`config.mk`:
```
export PLATFORM = sky130hd
export DESIGN_NAME = uart_tx_cfg_flat
export DESIGN_NICKNAME = d
export VERILOG_FILES = /design/src/rtl/uart_tx_cfg_if.sv /design/src/rtl/uart_tx_cfg.sv /design/src/flat_wrapper.sv
export SDC_FILE = /design/constraint.sdc
export NUM_CORES = 1
export LEC_CHECK = 0
export BUFFER_PORTS_ARGS = -buffer_cell sky130_fd_sc_hd__buf_2
export CAP_MARGIN = 20
export CORE_ASPECT_RATIO = 0.75
export CORE_UTILIZATION = 50
export DETAILED_ROUTE_END_ITERATION = 12
export PLACE_DENSITY = 0.82
export SLEW_MARGIN = 20
export SYNTH_ARGS = -nofsm -noshare
export SYNTH_HDL_FRONTEND = slang
export SYNTH_SLANG_ARGS = --single-unit
export TNS_END_PERCENT = 100
```
`constraint.sdc`:
```
create_clock -name clk -period 2.9 [get_ports clk]
set_input_delay 0.435 -clock clk [delete_from_list [all_inputs] [get_ports clk]]
set_output_delay 0.435 -clock clk [all_outputs]
set_load 0.005 [all_outputs]
```
`src/rtl/uart_tx_cfg_if.sv`:
```
// rtl/uart_tx_cfg_if.sv - write-side handshake bundle for uart_tx_cfg
interface uart_tx_cfg_if #(
  parameter int DATA_W = 9
) ();
  logic [DATA_W-1:0] wdata;
  logic              wvalid;
  logic              wready;

  modport master (output wdata, output wvalid, input wready);
  modport slave  (input wdata, input wvalid, output wready);
endinterface

```
`src/rtl/uart_tx_cfg.sv`:
```
// rtl/uart_tx_cfg.sv - UART transmitter with baud divider, TX FIFO and runtime frame format
module uart_tx_cfg #(
  parameter int DATA_W_MAX = 9,
  parameter int FIFO_DEPTH = 16,
  parameter int DIV_W      = 16,
  parameter int LVL_W      = $clog2(FIFO_DEPTH) + 1
) (
  input  logic             clk,
  input  logic             rst,
  uart_tx_cfg_if.slave     wr,
  input  logic [DIV_W-1:0] cfg_div,
  input  logic [3:0]       cfg_data_bits,
  input  logic [1:0]       cfg_parity,
  input  logic             cfg_stop2,
  input  logic             cfg_cts_en,
  input  logic             cfg_flush,
  input  logic             cts_n,
  output logic             tx,
  output logic             rts_n,
  output logic             busy,
  output logic [LVL_W-1:0] fifo_level,
  output logic             fifo_empty,
  output logic             fifo_full,
  output logic             irq_done,
  output logic             irq_empty
);

  localparam int         AW     = $clog2(FIFO_DEPTH);
  localparam logic [3:0] NB_MIN = 4'd5;
  localparam logic [3:0] NB_MAX = 4'(DATA_W_MAX);

  localparam logic [2:0] S_IDLE   = 3'd0;
  localparam logic [2:0] S_START  = 3'd1;
  localparam logic [2:0] S_DATA   = 3'd2;
  localparam logic [2:0] S_PARITY = 3'd3;
  localparam logic [2:0] S_STOP   = 3'd4;

  logic [DATA_W_MAX-1:0] mem [FIFO_DEPTH];
  logic [AW-1:0]         wr_ptr;
  logic [AW-1:0]         rd_ptr;
  logic                  push;
  logic                  pop;

  logic [1:0]            cts_sync;
  logic                  cts_ok;

  logic [2:0]            state;
  logic [DIV_W-1:0]      baud_cnt;
  logic [DIV_W-1:0]      div_l;
  logic [3:0]            nbits_l;
  logic [3:0]            bit_idx;
  logic                  par_en_l;
  logic                  par_bit_l;
  logic                  stop2_l;
  logic                  stop_idx;
  logic [DATA_W_MAX-1:0] shreg;
  logic                  tick;
  logic                  last_stop;
  logic                  frame_end;

  logic [3:0]            nbits_cfg;
  logic [DATA_W_MAX-1:0] head_data;
  logic                  head_par_en;
  logic                  head_par_bit;
  logic                  tx_d;

  assign fifo_empty = (fifo_level == '0);
  assign fifo_full  = (fifo_level == LVL_W'(FIFO_DEPTH));
  assign wr.wready  = !fifo_full;

  always_ff @(posedge clk) begin
    if (rst) begin
      cts_sync <= 2'b11;
    end else begin
      cts_sync <= {cts_sync[0], cts_n};
    end
  end

  assign cts_ok    = !cfg_cts_en || !cts_sync[1];
  assign tick      = (state != S_IDLE) && (baud_cnt == div_l);
  assign last_stop = !stop2_l || stop_idx;
  assign frame_end = (state == S_STOP) && tick && last_stop;

  // A new frame starts either from IDLE or straight out of the last stop bit.
  assign push = wr.wvalid && !fifo_full && !cfg_flush;
  assign pop  = !fifo_empty && cts_ok && !cfg_flush && ((state == S_IDLE) || frame_end);

  always_comb begin
    if (cfg_data_bits < NB_MIN) begin
      nbits_cfg = NB_MIN;
    end else if (cfg_data_bits > NB_MAX) begin
      nbits_cfg = NB_MAX;
    end else begin
      nbits_cfg = cfg_data_bits;
    end
  end

  // Inactive upper bits are cleared so the parity XOR only sees the frame's data.
  always_comb begin
    head_data = mem[rd_ptr];
    for (int i = 0; i < DATA_W_MAX; i++) begin
      if (4'(i) >= nbits_cfg) begin
        head_data[i] = 1'b0;
      end
    end
  end

  assign head_par_en  = (cfg_parity == 2'b01) || (cfg_parity == 2'b10);
  assign head_par_bit = (^head_data) ^ (cfg_parity == 2'b10);

  always_ff @(posedge clk) begin
    if (push) begin
      mem[wr_ptr] <= wr.wdata;
    end
  end

  always_ff @(posedge clk) begin
    if (rst || cfg_flush) begin
      wr_ptr     <= '0;
      rd_ptr     <= '0;
      fifo_level <= '0;
    end else begin
      if (push) begin
        wr_ptr <= wr_ptr + AW'(1);
      end
      if (pop) begin
        rd_ptr <= rd_ptr + AW'(1);
      end
      case ({push, pop})
        2'b10:   fifo_level <= fifo_level + LVL_W'(1);
        2'b01:   fifo_level <= fifo_level - LVL_W'(1);
        default: fifo_level <= fifo_level;
      endcase
    end
  end

  always_ff @(posedge clk) begin
    if (rst) begin
      state     <= S_IDLE;
      baud_cnt  <= '0;
      div_l     <= '0;
      nbits_l   <= NB_MIN;
      bit_idx   <= '0;
      par_en_l  <= 1'b0;
      par_bit_l <= 1'b0;
      stop2_l   <= 1'b0;
      stop_idx  <= 1'b0;
      shreg     <= '0;
    end else begin
      baud_cnt <= ((state == S_IDLE) || tick) ? '0 : baud_cnt + DIV_W'(1);
      if (tick) begin
        case (state)
          S_START: begin
            state   <= S_DATA;
            bit_idx <= '0;
          end
          S_DATA: begin
            shreg    <= shreg >> 1;
            bit_idx  <= bit_idx + 4'd1;
            stop_idx <= 1'b0;
            if (bit_idx == nbits_l - 4'd1) begin
              state <= par_en_l ? S_PARITY : S_STOP;
            end
          end
          S_PARITY: begin
            state    <= S_STOP;
            stop_idx <= 1'b0;
          end
          S_STOP: begin
            if (last_stop) begin
              state <= S_IDLE;
            end else begin
              stop_idx <= 1'b1;
            end
          end
          default: state <= S_IDLE;
        endcase
      end
      // Frame configuration is captured here and held until the frame ends.
      if (pop) begin
        state     <= S_START;
        shreg     <= head_data;
        div_l     <= cfg_div;
        nbits_l   <= nbits_cfg;
        par_en_l  <= head_par_en;
        par_bit_l <= head_par_bit;
        stop2_l   <= cfg_stop2;
      end
    end
  end

  always_comb begin
    tx_d = 1'b1;
    case (state)
      S_START:  tx_d = 1'b0;
      S_DATA:   tx_d = shreg[0];
      S_PARITY: tx_d = par_bit_l;
      default:  tx_d = 1'b1;
    endcase
  end

  always_ff @(posedge clk) begin
    if (rst) begin
      tx        <= 1'b1;
      busy      <= 1'b0;
      rts_n     <= 1'b1;
      irq_done  <= 1'b0;
      irq_empty <= 1'b0;
    end else begin
      tx        <= tx_d;
      busy      <= (state != S_IDLE);
      rts_n     <= fifo_empty && (state == S_IDLE);
      irq_done  <= frame_end;
      irq_empty <= pop && !push && (fifo_level == LVL_W'(1));
    end
  end

endmodule

```
`src/flat_wrapper.sv`:
```
// flat-port wrapper written by rule: the top's interface ports become plain ports
module uart_tx_cfg_flat 
#(
  parameter int DATA_W_MAX = 9,
  parameter int FIFO_DEPTH = 16,
  parameter int DIV_W      = 16,
  parameter int LVL_W      = $clog2(FIFO_DEPTH) + 1
)
  (clk, rst, cfg_div, cfg_data_bits, cfg_parity, cfg_stop2, cfg_cts_en, cfg_flush, cts_n, tx, rts_n, busy, fifo_level, fifo_empty, fifo_full, irq_done, irq_empty, wr_wdata, wr_wvalid, wr_wready);
  uart_tx_cfg_if wr_i ();
  input  logic clk;
  input  logic rst;
  input  logic [DIV_W-1:0] cfg_div;
  input  logic [3:0] cfg_data_bits;
  input  logic [1:0] cfg_parity;
  input  logic cfg_stop2;
  input  logic cfg_cts_en;
  input  logic cfg_flush;
  input  logic cts_n;
  output logic tx;
  output logic rts_n;
  output logic busy;
  output logic [LVL_W-1:0] fifo_level;
  output logic fifo_empty;
  output logic fifo_full;
  output logic irq_done;
  output logic irq_empty;
  input wire logic [$bits(wr_i.wdata)-1:0] wr_wdata;
  input wire logic [$bits(wr_i.wvalid)-1:0] wr_wvalid;
  output wire logic [$bits(wr_i.wready)-1:0] wr_wready;
  assign wr_i.wdata = wr_wdata;
  assign wr_i.wvalid = wr_wvalid;
  assign wr_wready = wr_i.wready;
  uart_tx_cfg #(.DATA_W_MAX(DATA_W_MAX), .FIFO_DEPTH(FIFO_DEPTH), .DIV_W(DIV_W), .LVL_W(LVL_W)) u_core (.clk(clk), .rst(rst), .wr(wr_i), .cfg_div(cfg_div), .cfg_data_bits(cfg_data_bits), .cfg_parity(cfg_parity), .cfg_stop2(cfg_stop2), .cfg_cts_en(cfg_cts_en), .cfg_flush(cfg_flush), .cts_n(cts_n), .tx(tx), .rts_n(rts_n), .busy(busy), .fifo_level(fifo_level), .fifo_empty(fifo_empty), .fifo_full(fifo_full), .irq_done(irq_done), .irq_empty(irq_empty));
endmodule
```
After elaboration in Yosys (flattened, before gate mapping):

Memories as Yosys holds them, arrays and structs flattened. A register that Yosys moved wholly into a read port is not among the register bits.
Index checks and enable logic that the tools add are counted.

* add/sub/neg operators: 7
* bitwise logic cells: 1
* order comparisons: 11
* equal/unequal tests: 17
* reductions and logical operators: 41
* mux-type cells: 29

Operators with widths (count)
* $mux W9: 3
* $add A16 B1 Y16 const B: 1
* $eq A16 B16 Y1: 1
* $ge A3 B4 Y1 const A: 4
* $mux W4: 4
* $mux W1: 14
* $add A4 B1 Y4 const B: 3
* $pmux W3 S4: 1
* $logic_and A1 B1 Y1: 11
* $pmux W5 S2: 1
* $reduce_bool A2 Y1: 5
* $mux W3: 3
* $reduce_and A3 Y1: 3
* $reduce_xor A9 Y1: 1
* $ge A1 B4 Y1 const A: 2
* $ge A2 B4 Y1 const A: 2
* $pmux W4 S2: 1
* $logic_not A1 Y1: 7
* $eq A3 B2 Y1 const B: 2
* $logic_or A1 B1 Y1: 6
* $ne A3 B1 Y1 const B: 2
* $reduce_or A2 Y1: 3
* $add A5 B1 Y5 const B: 1
* $eq A5 B1 Y1 const B: 1
* other kinds (20): 24

* register bits after elaboration: 76
* memories: 1
* input bits: 38
* word-level logic and storage cells: 127
* memory bits (writable): 144
* output and inout bits: 13

Memories
* u_core.mem: depth 16, width 9, read ports 1, clocked after Yosys merged registers in 1, wr ports 1, line uart_tx_cfg.sv:38 `logic [DATA_W_MAX-1:0] mem [FIFO_DEPTH];`

Depth between registers and ports, before layout:

* depth after elaboration: 8
* gate-level depth with buffers: 14
* mapped depth without buffers: 13

Worst setup path after synthesis:

No wires, ideal clock.

* kind: flip-flop to flip-flop
* from: register u_core.fifo_level[0]
* to: register u_core.fifo_level[3]
* path slack: 0.054 ns
* required time: 2.830 ns
* cell stages (with the launch flop): 14
* setup time: 0.070 ns
* data arrival time: 2.776 ns
* cell sequence: dfxtp_1 > inv_1 > ha_1 > nand2_1 > nor2_1 > a211oi_1 > nand2_1 > inv_1 > buf_1 > ha_1 > nor4b_1 > a31oi_1 > or3_1 > a21oi_1

* longest elaborated chain between the ends: 7
* elaborated cells between the ends (all ways): 15
* classes of those cells: add/sub: 2; eq/ne: 3; mux: 1; reduce/logical: 9

RTL lines
* start, declared: line uart_tx_cfg.sv:21 `output logic [LVL_W-1:0] fifo_level,`
* start signal, assigned: line uart_tx_cfg.sv:130 `2'b10: fifo_level <= fifo_level + LVL_W'(1);`
* start signal, assigned: line uart_tx_cfg.sv:131 `2'b01: fifo_level <= fifo_level - LVL_W'(1);`
* start signal, assigned: line uart_tx_cfg.sv:132 `default: fifo_level <= fifo_level;`
* $logic_not A5 Y1 (*): line uart_tx_cfg.sv:67 `assign fifo_empty = (fifo_level == '0);`
* net fifo_empty: line flat_wrapper.sv:24 `output logic fifo_empty;`
* $logic_not A1 Y1 (*): line uart_tx_cfg.sv:86 `assign pop = !fifo_empty && cts_ok && !cfg_flush && ((state == S_IDLE) || frame_end);`
* $logic_and A1 B1 Y1 (*) (3 in series): line uart_tx_cfg.sv:86
* $eq A2 B1 Y1 or $eq A2 B2 Y1 (tied branches): line uart_tx_cfg.sv:129 `case ({push, pop})`
* $pmux W5 S2 or $reduce_bool A2 Y1 (tied branches)

Mark *: on every way through the listed nets, which the timed path passes. The rest lies on a longest branch.
A chain may end at the register's enable or synchronous reset.

==> results.yml <==
power_and_ir_drop:
  p_leak_uw: 0.00378
  max-vdd-ir-drop_uv: 395
  power-per-cell-area_nw_per_um2: 627
layout:
  layout-drive-gt1-share: 0.222
  multi_input_area_um2: 3110
  fin_cells: 1036
  utilization: 0.601
  filler_cell_count: 1330
  layout-area-overhead-vs-synth_pct: 15.9
  insertedDiodeCount: 0
  final_net_count: 829
  regArea_um2: 5930
  mostFrequentLayoutCell: "sky130_fd_sc_hd__edfxtp_1"
  mostFrequentLayoutCells: "sky130_fd_sc_hd__edfxtp_1 (144), sky130_fd_sc_hd__dfxtp_1 (78), sky130_fd_sc_hd__nand2_1 (66)"
routing:
  route.met3.wl_um: 1600
  detail_route.first_pass.iterations: 5
  drtAntennaViolNets: 0
  post-route-drc-count: 0
  detail_route.vias_per_cell: 5.82
  avgRoutedWirePerCell_um: 20.1
  highest_layer: "met4"
  detail_route.wirelength_um: 20800
  route.vias.total: 6034
  dr.first_iter.drc_count: 617
  detail_route.wirelength.met1_um: 8950
  met2_wirelength_um: 9600
sta:
  rsz_0062_raised_after_global_routing: "false"
  fin_worst_skew_ps: 12.1
  hold_violations: 0
  final.setup.tns_ps: 0
  worst-slew-pin-transition_ps: 844
  timing.max_slew.rel_slack: 0.435
  maximum_operating_frequency_mhz: 364
  period_minus_slack_ps: 2750
  timing.final.crit_share: 0.948
  final-setup-viol-count: 0
  final.hold.worst_slack_ps: 127
  maxSlewViolCount: 0
die:
  starting_density_of_the_core: 0.519
  die-area_um2: 19100
  design.core.area_um2: 17900
  floorplan.die.width_um: 159
  floorplan.die.height_um: 120
  pin_count: 51
  rows: 42
clock_network:
  htree_levels: 1
  cts.repair_timing.setup_buffer_count: 0
  cts_buffer_depth: 3
  cts_tree: "yes"
  cts_buffers: 22
  clk_pin_slew_worst_paths_ps: 60
  number_of_hold_repair_buffers_added_at_the_cts_stage: 0
  cts.root.buffer_cell: "sky130_fd_sc_hd__clkbuf_16"
  cts.sinks: 224
  clock_insertion_delay_worst_skew_ps: 500
  cts_repair_resize_count: 0
place:
  routabilityCongestion: 0.836
  detailedPlacementHpwl_um: 13800
  dpl.cell_count: 996
  place.port_buffers: 50
logic_synthesis:
  synth_async_reset_ratio: 0
  syn_area_um2: 9270
  yosys_warns: 0
  synthCells: 694
  synth.avg_cell_area_um2: 13.4
  seq_area_frac_synth: 0.639
  synthDistinctLibCells: 55
  synth_flop_cell: "sky130_fd_sc_hd__edfxtp_1"
  ys_ff_latch: 224
  synth-edff-count: 144
  synth.net_count: 745
grt:
  grt_overflow_total: 0
  pin_count_of_the_biggest_net_entering_global_routing: 42
  first_global_vias: 5781
  initial_antenna_violation_count: 0
  global_route_wire_length_before_repair_um: 32100
  grt.total_usage: 0.220
hold_path:
  worst_hold_startpoint: "cts_n"
  hp-class: "in2reg"
  worst_hold_path.endpoint: "u_core.cts_sync[0]"
  min_path_cells: 2
worst_setup_path:
  ff2ff_setup_slack_ps: 150
  worstReg2RegEnd: "u_core.par_bit_l"
  rr_worst_depth: 8
  path_max_fanout: 6
  setup.worst_path.start_class: "register"
  worst_ep_arrival_ps: 3160
  timing.critical_path.required_ps: 3310
  timing.setup.critical_path_class: "reg2reg"
  cp-end-kind: "register"
flow_run:
  drv_cap: 0
outcome:
  run_status: "complete, no violations"
-- synth_stat cells (4+ instances only) --
library cell | number | area share
sky130_fd_sc_hd__dfxtp_1 | 80 | 0.17
sky130_fd_sc_hd__a211oi_1 | 4 | 0.0032
sky130_fd_sc_hd__inv_1 | 14 | 0.0057
sky130_fd_sc_hd__buf_1 | 4 | 0.0016
sky130_fd_sc_hd__or3_1 | 9 | 0.0061
sky130_fd_sc_hd__buf_6 | 6 | 0.0073
sky130_fd_sc_hd__nand2_1 | 66 | 0.027
sky130_fd_sc_hd__nor2b_1 | 8 | 0.0054
sky130_fd_sc_hd__and3_1 | 4 | 0.0027
sky130_fd_sc_hd__a21oi_1 | 38 | 0.021
sky130_fd_sc_hd__nor3_1 | 13 | 0.0070
sky130_fd_sc_hd__clkbuf_1 | 20 | 0.0081
sky130_fd_sc_hd__nand4_1 | 7 | 0.0047
sky130_fd_sc_hd__o21ai_0 | 13 | 0.0070
sky130_fd_sc_hd__or2_2 | 4 | 0.0027
sky130_fd_sc_hd__ha_1 | 13 | 0.018
sky130_fd_sc_hd__mux2i_1 | 14 | 0.015
sky130_fd_sc_hd__nand3_1 | 28 | 0.015
sky130_fd_sc_hd__nor4_1 | 4 | 0.0027
sky130_fd_sc_hd__xnor2_1 | 12 | 0.011
sky130_fd_sc_hd__xor2_1 | 33 | 0.031
sky130_fd_sc_hd__mux4_2 | 29 | 0.070
sky130_fd_sc_hd__nand2b_1 | 6 | 0.0040
sky130_fd_sc_hd__edfxtp_1 | 144 | 0.47
sky130_fd_sc_hd__a222oi_1 | 5 | 0.0054
sky130_fd_sc_hd__nor2_1 | 63 | 0.026
sky130_fd_sc_hd__a22oi_1 | 12 | 0.0097
-- where the power goes --
group          internal (µW)  leakage, µW  switching, µW
logic                    159      0.00146            234
clock network           1740     0.000372           1140
registers               3430      0.00194           30.2
total                   5330      0.00378           1410
-- per-layer routing --
metal	GRT usage	up-vias
met5	0	-
li1	-	2739
met2	0.345	283
met4	0.0841	0
met3	0.0408	51
met1	0.307	2961
-- cell type report --
type,instances,share of cell area
clock buffer,33,0.0646
clock inverter,7,0.00582
inverter,14,0.00489
multi-input combinational,422,0.290
sequential,224,0.552
tap,242,0.0282
timing repair buffer,94,0.0552
-- registers in the layout, summed over array words and instances, names as in the netlist, 2 cells and up, named ones only --
signal             cells
u_core.state           3
u_core.rd_ptr          4
u_core.shreg           9
u_core.baud_cnt       16
u_core.mem           144
u_core.nbits_l         4
u_core.cts_sync        2
u_core.wr_ptr          4
u_core.bit_idx         4
u_core.fifo_level      5
u_core.div_l          16
-- worst max path at each step --
stage	from	endpoint	slack (ps)	cells after the start
2_1_floorplan	u_core.fifo_level[0]	u_core.fifo_level[3]	50	13
3_3_place_gp	register	u_core.par_bit_l	270	9
3_5_place_dp	register	u_core.par_bit_l	200	8
4_1_cts	register	u_core.par_bit_l	160	8
5_1_grt	u_core.baud_cnt[3]	u_core.rd_ptr[3]	20	10
6_report	register	u_core.par_bit_l	150	8
-- stage by stage --
step	area [µm²]	setup slack, ps	total power, µW
floorplan	9270	54.2	3760
global placement	9990	275	3890
detailed placement	9990	201	3910
CTS	10700	162	6770
global route	10700	17.7	6950
finish	10700	150	6740
-- critical path, cell delays in order (launching register included) --
cell,delay [ps]
sky130_fd_sc_hd__dfxtp_2,430
sky130_fd_sc_hd__mux4_2,530
sky130_fd_sc_hd__a22oi_1,280
sky130_fd_sc_hd__nand3_1,230
sky130_fd_sc_hd__xnor2_2,210
sky130_fd_sc_hd__xnor2_1,190
sky130_fd_sc_hd__xnor3_1,430
sky130_fd_sc_hd__xnor2_1,150
sky130_fd_sc_hd__a211oi_2,230
-- cell families (layout without fill, tap and decap cells) --
| family | count (synthesis) | in the layout | synth area share |
|---|---|---|---|
| and+or+nand+nor | 223 | 223 | 0.113 |
| DFF | 224 | 224 | 0.639 |
| muxes | 46 | 46 | 0.0924 |
| buffers and inverters | 48 | 148 | 0.0251 |
| AOI/OAI and AO/OA | 92 | 92 | 0.0646 |
| adders and majority gates | 13 | 13 | 0.0175 |
| xor gates and xnor gates | 48 | 48 | 0.0484 |
(Power assumes the default switching activity.)
